$ cat src/rtl/rx_frame_pkg.sv
// Shared types and constants for the receive frame scheduler.
package rx_frame_pkg;

   typedef enum logic [2:0] {
      ST_GAP,
      ST_IDLE,
      ST_RECV,
      ST_DROP,
      ST_DONE
   } state_t;

   // Header field positions relative to the segment MSB byte.
   localparam int unsigned SEG_LSB_REL = 1;
   localparam int unsigned ID_REL      = 2;
   localparam int unsigned AUX_REL     = 5;
   localparam int unsigned HDR_EXTRA   = 6;

   localparam int unsigned FLAG_SEQ_ERR = 0;
   localparam int unsigned FLAG_TRUNC   = 1;

   typedef struct packed {
      logic [15:0] len;
      logic [15:0] seg;
      logic [7:0]  id;
      logic [7:0]  aux;
      logic        trunc;
      logic        seq_err;
   } meta_t;

   function automatic int unsigned hdr_len(input int unsigned seg_offset);
      return seg_offset + HDR_EXTRA;
   endfunction

   function automatic logic [15:0] sat_inc(input logic [15:0] v);
      return (v == 16'hFFFF) ? v : 16'(v + 16'd1);
   endfunction

endpackage

$ cat src/rtl/rx_frame_sched_seq.sv
// Per-id segment continuity tracker; err_c is valid in the cycle upd is asserted.
module rx_seq_check
   import rx_frame_pkg::*;
(
   input  logic        clk,
   input  logic        rst,
   input  logic        upd,
   input  logic [15:0] seg,
   input  logic [7:0]  id,
   output logic        err_c
);

   logic [15:0] last_seg;
   logic [7:0]  last_id;
   logic        seq_vld;

   assign err_c = seq_vld && (id == last_id) && (seg != 16'(last_seg + 16'd1));

   always_ff @(posedge clk) begin
      if (rst) begin
         last_seg <= 16'd0;
         last_id  <= 8'd0;
         seq_vld  <= 1'b0;
      end else if (upd) begin
         last_seg <= seg;
         last_id  <= id;
         seq_vld  <= 1'b1;
      end
   end

endmodule

$ cat src/rtl/rx_frame_sched.sv
// Receive frame scheduler: delimits frames, writes them into a free bank of a
// two-bank RAM and hands committed banks to the consumer.
module rx_frame_sched
   import rx_frame_pkg::*;
#(
   parameter int unsigned SEG_OFFSET = 5,
   parameter int unsigned BUF_AW     = 11
) (
   input  logic              rx_clk,
   input  logic              rst,
   input  logic [7:0]        rawdata,
   input  logic              raw_en,
   output logic              buf_we,
   output logic [BUF_AW:0]   buf_waddr,
   output logic [7:0]        buf_wdata,
   output logic              out_valid,
   input  logic              out_ack,
   output logic              out_bank,
   output logic [15:0]       out_len,
   output logic [15:0]       out_seg,
   output logic [7:0]        out_id,
   output logic [7:0]        out_aux,
   output logic [1:0]        out_flags,
   output logic [15:0]       ovf_cnt,
   output logic [15:0]       runt_cnt,
   output logic [15:0]       seqerr_cnt
);

   localparam int unsigned HDR_LEN   = hdr_len(SEG_OFFSET);
   localparam logic [15:0] HDR_LEN_W = 16'(HDR_LEN);
   localparam logic [16:0] BANK_LIM  = 17'(1 << BUF_AW);
   localparam logic [15:0] IDX_SEG_HI = 16'(SEG_OFFSET);
   localparam logic [15:0] IDX_SEG_LO = 16'(SEG_OFFSET + SEG_LSB_REL);
   localparam logic [15:0] IDX_ID     = 16'(SEG_OFFSET + ID_REL);
   localparam logic [15:0] IDX_AUX    = 16'(SEG_OFFSET + AUX_REL);

   state_t      state, state_nx;
   logic        wr_bank, rd_bank, drop_frm;
   logic [1:0]  full, full_nx;
   meta_t       meta [2];
   logic [15:0] len, byte_idx, p_seg;
   logic [7:0]  p_id, p_aux;
   logic        p_trunc, in_range, seq_err_c, ack_c;
   logic        wr_en_c, take_c, start_c, runt_c, seq_upd_c, commit_c;

   assign byte_idx = (state == ST_IDLE) ? 16'd0 : len;
   assign in_range = {1'b0, len} < BANK_LIM;
   assign ack_c    = out_ack && full[rd_bank];

   always_ff @(posedge rx_clk) begin
      if (rst) state <= ST_GAP;
      else     state <= state_nx;
   end

   always_comb begin
      state_nx  = state;
      wr_en_c   = 1'b0;
      take_c    = 1'b0;
      start_c   = 1'b0;
      runt_c    = 1'b0;
      seq_upd_c = 1'b0;
      commit_c  = 1'b0;
      unique case (state)
         ST_GAP:  if (!raw_en) state_nx = ST_IDLE;
         ST_IDLE: if (raw_en) begin
            take_c   = 1'b1;
            start_c  = 1'b1;
            wr_en_c  = !full[wr_bank];
            state_nx = full[wr_bank] ? ST_DROP : ST_RECV;
         end
         ST_RECV: if (raw_en) begin
            take_c  = 1'b1;
            wr_en_c = in_range;
         end else begin
            state_nx = ST_DONE;
         end
         ST_DROP: if (raw_en) take_c = 1'b1;
                  else        state_nx = ST_DONE;
         ST_DONE: begin
            state_nx  = ST_IDLE;
            runt_c    = len < HDR_LEN_W;
            seq_upd_c = !runt_c;
            commit_c  = !runt_c && !drop_frm;
         end
         default: state_nx = ST_GAP;
      endcase
   end

   // Commit and ack always target different banks, so both may apply.
   always_comb begin
      full_nx = full;
      if (commit_c) full_nx[wr_bank] = 1'b1;
      if (ack_c)    full_nx[rd_bank] = 1'b0;
   end

   rx_seq_check u_seq (
      .clk   (rx_clk),
      .rst   (rst),
      .upd   (seq_upd_c),
      .seg   (p_seg),
      .id    (p_id),
      .err_c (seq_err_c)
   );

   always_ff @(posedge rx_clk) begin
      if (rst) begin
         buf_we     <= 1'b0;
         buf_waddr  <= '0;
         buf_wdata  <= 8'd0;
         len        <= 16'd0;
         p_seg      <= 16'd0;
         p_id       <= 8'd0;
         p_aux      <= 8'd0;
         p_trunc    <= 1'b0;
         drop_frm   <= 1'b0;
         wr_bank    <= 1'b0;
         rd_bank    <= 1'b0;
         full       <= 2'b00;
         meta[0]    <= '0;
         meta[1]    <= '0;
         ovf_cnt    <= 16'd0;
         runt_cnt   <= 16'd0;
         seqerr_cnt <= 16'd0;
      end else begin
         buf_we <= wr_en_c;
         if (wr_en_c) begin
            buf_waddr <= {wr_bank, byte_idx[BUF_AW-1:0]};
            buf_wdata <= rawdata;
         end
         if (take_c) len <= start_c ? 16'd1 : sat_inc(len);
         if (start_c) begin
            drop_frm <= full[wr_bank];
            p_trunc  <= 1'b0;
         end
         if (take_c && state == ST_RECV && !in_range) p_trunc <= 1'b1;
         if (take_c) begin
            if (byte_idx == IDX_SEG_HI) p_seg[15:8] <= rawdata;
            if (byte_idx == IDX_SEG_LO) p_seg[7:0]  <= rawdata;
            if (byte_idx == IDX_ID)     p_id        <= rawdata;
            if (byte_idx == IDX_AUX)    p_aux       <= rawdata;
         end
         if (runt_c)                  runt_cnt   <= sat_inc(runt_cnt);
         if (seq_upd_c && seq_err_c)  seqerr_cnt <= sat_inc(seqerr_cnt);
         if (seq_upd_c && drop_frm)   ovf_cnt    <= sat_inc(ovf_cnt);
         if (commit_c) begin
            meta[wr_bank] <= '{len: len, seg: p_seg, id: p_id, aux: p_aux,
                               trunc: p_trunc, seq_err: seq_err_c};
            wr_bank <= ~wr_bank;
         end
         if (ack_c) rd_bank <= ~rd_bank;
         full <= full_nx;
      end
   end

   assign out_valid = full[rd_bank];
   assign out_bank  = rd_bank;
   assign out_len   = meta[rd_bank].len;
   assign out_seg   = meta[rd_bank].seg;
   assign out_id    = meta[rd_bank].id;
   assign out_aux   = meta[rd_bank].aux;
   assign out_flags[FLAG_TRUNC]   = meta[rd_bank].trunc;
   assign out_flags[FLAG_SEQ_ERR] = meta[rd_bank].seq_err;

endmodule

$ cat config.mk
export PLATFORM = sky130hd
export DESIGN_NAME = rx_frame_sched
export DESIGN_NICKNAME = d
export VERILOG_FILES = /design/src/rtl/rx_frame_pkg.sv /design/src/rtl/rx_frame_sched_seq.sv /design/src/rtl/rx_frame_sched.sv
export SDC_FILE = /design/constraint.sdc
export NUM_CORES = 1
export LEC_CHECK = 0
export ABC_CLOCK_PERIOD_IN_PS = 2700
export CAP_MARGIN = 10
export CORE_UTILIZATION = 51
export CTS_CLUSTER_SIZE = 20
export DETAILED_ROUTE_END_ITERATION = 12
export PLACE_DENSITY = 0.77
export SYNTH_ARGS = -nofsm -noshare
export SYNTH_HDL_FRONTEND = slang
export SYNTH_SLANG_ARGS = --single-unit
$ cat constraint.sdc
create_clock -name rx_clk -period 2.7 [get_ports rx_clk]
set_input_delay 0.54 -clock rx_clk [delete_from_list [all_inputs] [get_ports rx_clk]]
set_output_delay 0.54 -clock rx_clk [all_outputs]
set_load 0.01 [all_outputs]
==> summary.md <==
| Metric | Value |
|---|---|
| Outcome | completed |
| Tot GR Track Use | 22.9% |
| Worst-Margin Slew | 1020 ps |
| Fin. max-slew vios | 0 |
| CP Capture Type | register |
| Share of cells above drive strength 1 | 15.2% |
| Iter 0 DRT Violations | roughly 500 |
| I/O pins | 133 |
| # fillers | 1,727 |
| Avg WL per Cell | 16.8 um |
| Internal power | 6.02 mW |
| #FFs+latches synth | 252 |
| Crit share post-route | about 98% |
| Final cell count without fillers | between 1,500 and 2,000 |
| Worst-path cell chain | or4_4 -> or4_4 -> buf_6 -> nor3b_4 -> o31ai_4 -> nor2_2 -> nand3_1 -> xor2_1 -> nor2_1 |
| Worst skew pair latency | 530 ps |
| Critical path class | reg -> reg |
| Switch Pwr | 1.65 mW |
| Clock Power Share | 43.1% |
| Nets@finish | 1,284 |
| PD cells | 542 nW/um2 |
| Setup Slack @ Placement | -30.5 ps |
| VDD IR max | 0.427 mV |
| # Max-Cap Violations | 0 |
| TritonCTS Sinks | ~250 |
| Slew headroom | 31.8% |
| Mean Syn Cell Area | 10.2 um2 |
| Area of the multi-input gates | 5080 um2 |
| Clock Skew | ~15 ps |
| Most used DFF post-synth | dfxtp_1 |
| Ant diodes | 0 |
| Tmin final | between 2000 and 3000 ps |
| Hold Vio Cnt, Final | 0 |
| Min-delay src | rst |
| P&R area growth vs syn | 25.2% |
| Lkg Pwr | 4.96 nW |
| Worst Hold Class | in -> reg |
| EDFF count, synth | 100 |
| CTS root buf | clkbuf_16 |
| Setup WS post-layout | 48.5 ps |
| Slowest stage delay, CP | between 500 and 600 ps |
| Maximum clock insertion buffer count | 3 |
| Mapped Cells | approximately 1,100 |
| Vert. Die Dim | 151 um |
| Library cells used by synthesis | 68 |
| Synth area leader | dfxtp_1 |
| Antenna-violating nets left | 0 |
| Top-count cell post-synth | dfxtp_1 |
| Sw Share | a little over a fifth |
| First-pass GRT wire length | 41,100 um |
| Die area | between 20,000 and 25,000 um2 |
| # DRC | 0 |
| Die X | 151 um |
| Crit-path leading delay family | simple AND/OR/NAND/NOR gates |
| TritonCTS buffer count | 26 |
| Hold path cells | 2 |
| H-tree depth | 1 |
| Finished Core Util | 65.0% |
| Worst R2R Setup Slack | 50 ps |
| Worst r2r path cells | 9 |
| Worst Hold Path EP | full[0] |
| Antenna violations before repair | 0 |
| Crit Reg-Reg Endpoint | runt_cnt[9] |
| Slowest cell on the critical path | or4_4 |
| DRT Wirelength | 26,300 um |
| Pre-antenna DRT Iters | 5 |
| Asr flop ratio synth | 0% |
| Crit path launch type | register |
| Finish-stage setup viols | 0 |
| Via count | roughly 8,500 |
| Vias in the first global route | 8,104 |
| Most used cell, CP | or4_4 |
| Synth Cell Area | 11,300 um2 |
| CTS tree | built |
| Largest net degree at the start of global routing | 69 |
| Crit path max fanout | 5 |
| Register area | about 6100 um2 |
| CP bufs+invs | 1 |
| Largest cells by area after synthesis | dfxtp_1 (27%), edfxtp_1 (27%), and2_1 (5.6%) |
| R2r startpoint | len[12] |
| YS warnings | 0 |
| Initial Util | around half |
| Crit path DAT | ~3000 ps |
| Most frequent cells after synthesis | dfxtp_1 (152), nor2_1 (121), nand2_1 (119) |
| Clock transition at path regs | about 60 ps |
| Inst Count DP | 1,514 |
| Comb pwr share | 4.1% |
| Seq pwr share | 52.8% |
| Worst Path Required | between 3000 and 4000 ps |
| Post-synthesis sequential area ratio | 53.5% |
| Core footprint | roughly 22,000 um2 |
| Synth top area share | around 27% |
| PortBufs | 132 |
| Detailed placement HPWL | 17,300 um |
| DR vias/cell | about 5.4 |
| RSZ-0062 raised after global routing | yes |
| Row count | 54 |
| GRT Residual Overflow | 0 |
| Syn nets | 1,124 |
| Hold-fix buffers, CTS | 0 |
| RePlAce Congestion | roughly 0.87 |
| Fmax | ~0.38 GHz |
[final cells by class]
cell class	instances	area share, %
clock buffers	36	5.09
flip-flops and latches	252	42.8
well taps	280	2.48
clock inverters	12	0.433
repair buffers	193	13.0
multi-input cells	780	35.9
inverters	14	0.372
[flip-flops by register name, summed over array words and instances (netlist names), named ones only]
name	cells
meta	100
len	16
ovf_cnt	16
p_seg	16
runt_cnt	16
seqerr_cnt	16
u_seq.last_seg	16
buf_waddr	12
buf_wdata	8
p_aux	8
p_id	8
u_seq.last_id	8
state	3
full	2
buf_we	1
drop_frm	1
out_bank	1
p_trunc	1
u_seq.seq_vld	1
wr_bank	1
[cell families after synthesis]
logic type      after synthesis  share of synthesized area [%]
compound gates              120                           6.63
fa+ha+maj                     5                          0.554
xor+xnor                     70                           5.43
buf+inv                      75                           2.74
mux                          91                           8.66
flops                       252                           53.5
simple gates                494                           22.5
[worst register-to-register path: stages (launching register included)]
cell and delay, ps:
dfxtp_2 320, or4_4 540, or4_4 550, buf_6 160
nor3b_4 260, o31ai_4 160, nor2_2 210, nand3_1 120
xor2_1 140, nor2_1 60
[per-stage QoR]
step | instance area (um2) | hold WS (ps) | setup TNS [ps] | total power, mW
6_report | 14100 | 292 | 0 | 7.67
5_1_grt | 14100 | 302 | -634 | 7.90
4_1_cts | 14000 | 275 | 0 | 7.73
3_5_place_dp | 13200 | 450 | -1470 | 4.45
3_3_place_gp | 13200 | 443 | 0 | 4.44
2_1_floorplan | 11300 | 440 | 0 | 4.28
[cells in the final DEF (no fill, tap or decap), types with 3 or more instances in the layout]
cell type,n
a21oi_1,61
nor4_1,5
nor2b_1,6
clkdlybuf4s50_1,131
clkinv_1,7
dfxtp_1,148
nor3_2,3
nor2_1,120
inv_1,14
nand3b_1,4
ha_1,4
a211oi_2,5
nor4_2,3
edfxtp_1,100
xor2_1,40
nand2b_1,6
nor3_1,11
and2_1,100
a41o_1,3
dfxtp_2,4
nand4_1,13
and3_1,19
a311oi_1,3
a31oi_1,7
clkbuf_1,8
nand2_1,119
buf_4,56
xnor2_1,30
mux2i_1,37
buf_12,4
a211oi_1,6
o21ai_0,13
nand3_1,43
or3_1,8
mux2_2,54
nor2_4,3
clkbuf_16,27
[worst max path at each step]
stage               slack (ps)  cells past startpoint          end  startpoint
floorplan                   90                      7   meta[1][0]     len[11]
global placement            40                      9  runt_cnt[7]     len[11]
detailed placement         -30                      6  meta[1][15]     len[11]
CTS                         20                      6  meta[1][48]      len[4]
global route               -70                      9  runt_cnt[9]     len[12]
finish                      50                      9  runt_cnt[9]     len[12]
[power by group through the flow]
stage / combinational (mW) / sequential, mW / clock (mW)
2_1_floorplan: 0.151 / 4.13 / 0
3_3_place_gp: 0.315 / 4.13 / 0
3_5_place_dp: 0.315 / 4.13 / 0
4_1_cts: 0.318 / 4.05 / 3.36
5_1_grt: 0.340 / 4.06 / 3.50
6_report: 0.315 / 4.05 / 3.30
[layer usage]
layer,vias to the layer above,GRT usage (%),routed length [um]
li1,4152,-,-
met1,4116,29.4,11500
met2,221,39.3,12600
met3,42,4.28,1580
met4,0,6.50,578
met5,-,0,0
[timing repair]
| action | 4_1_cts | 5_1_grt |
|---|---|---|
| resized for setup | 3 | 24 |
| buffers inserted | 1 | 4 |
| endpoints found under the setup margin | 56 | 134 |
| gates cloned | 0 | 0 |
| pin swaps | 3 | 10 |
(Power assumes the default switching activity.)
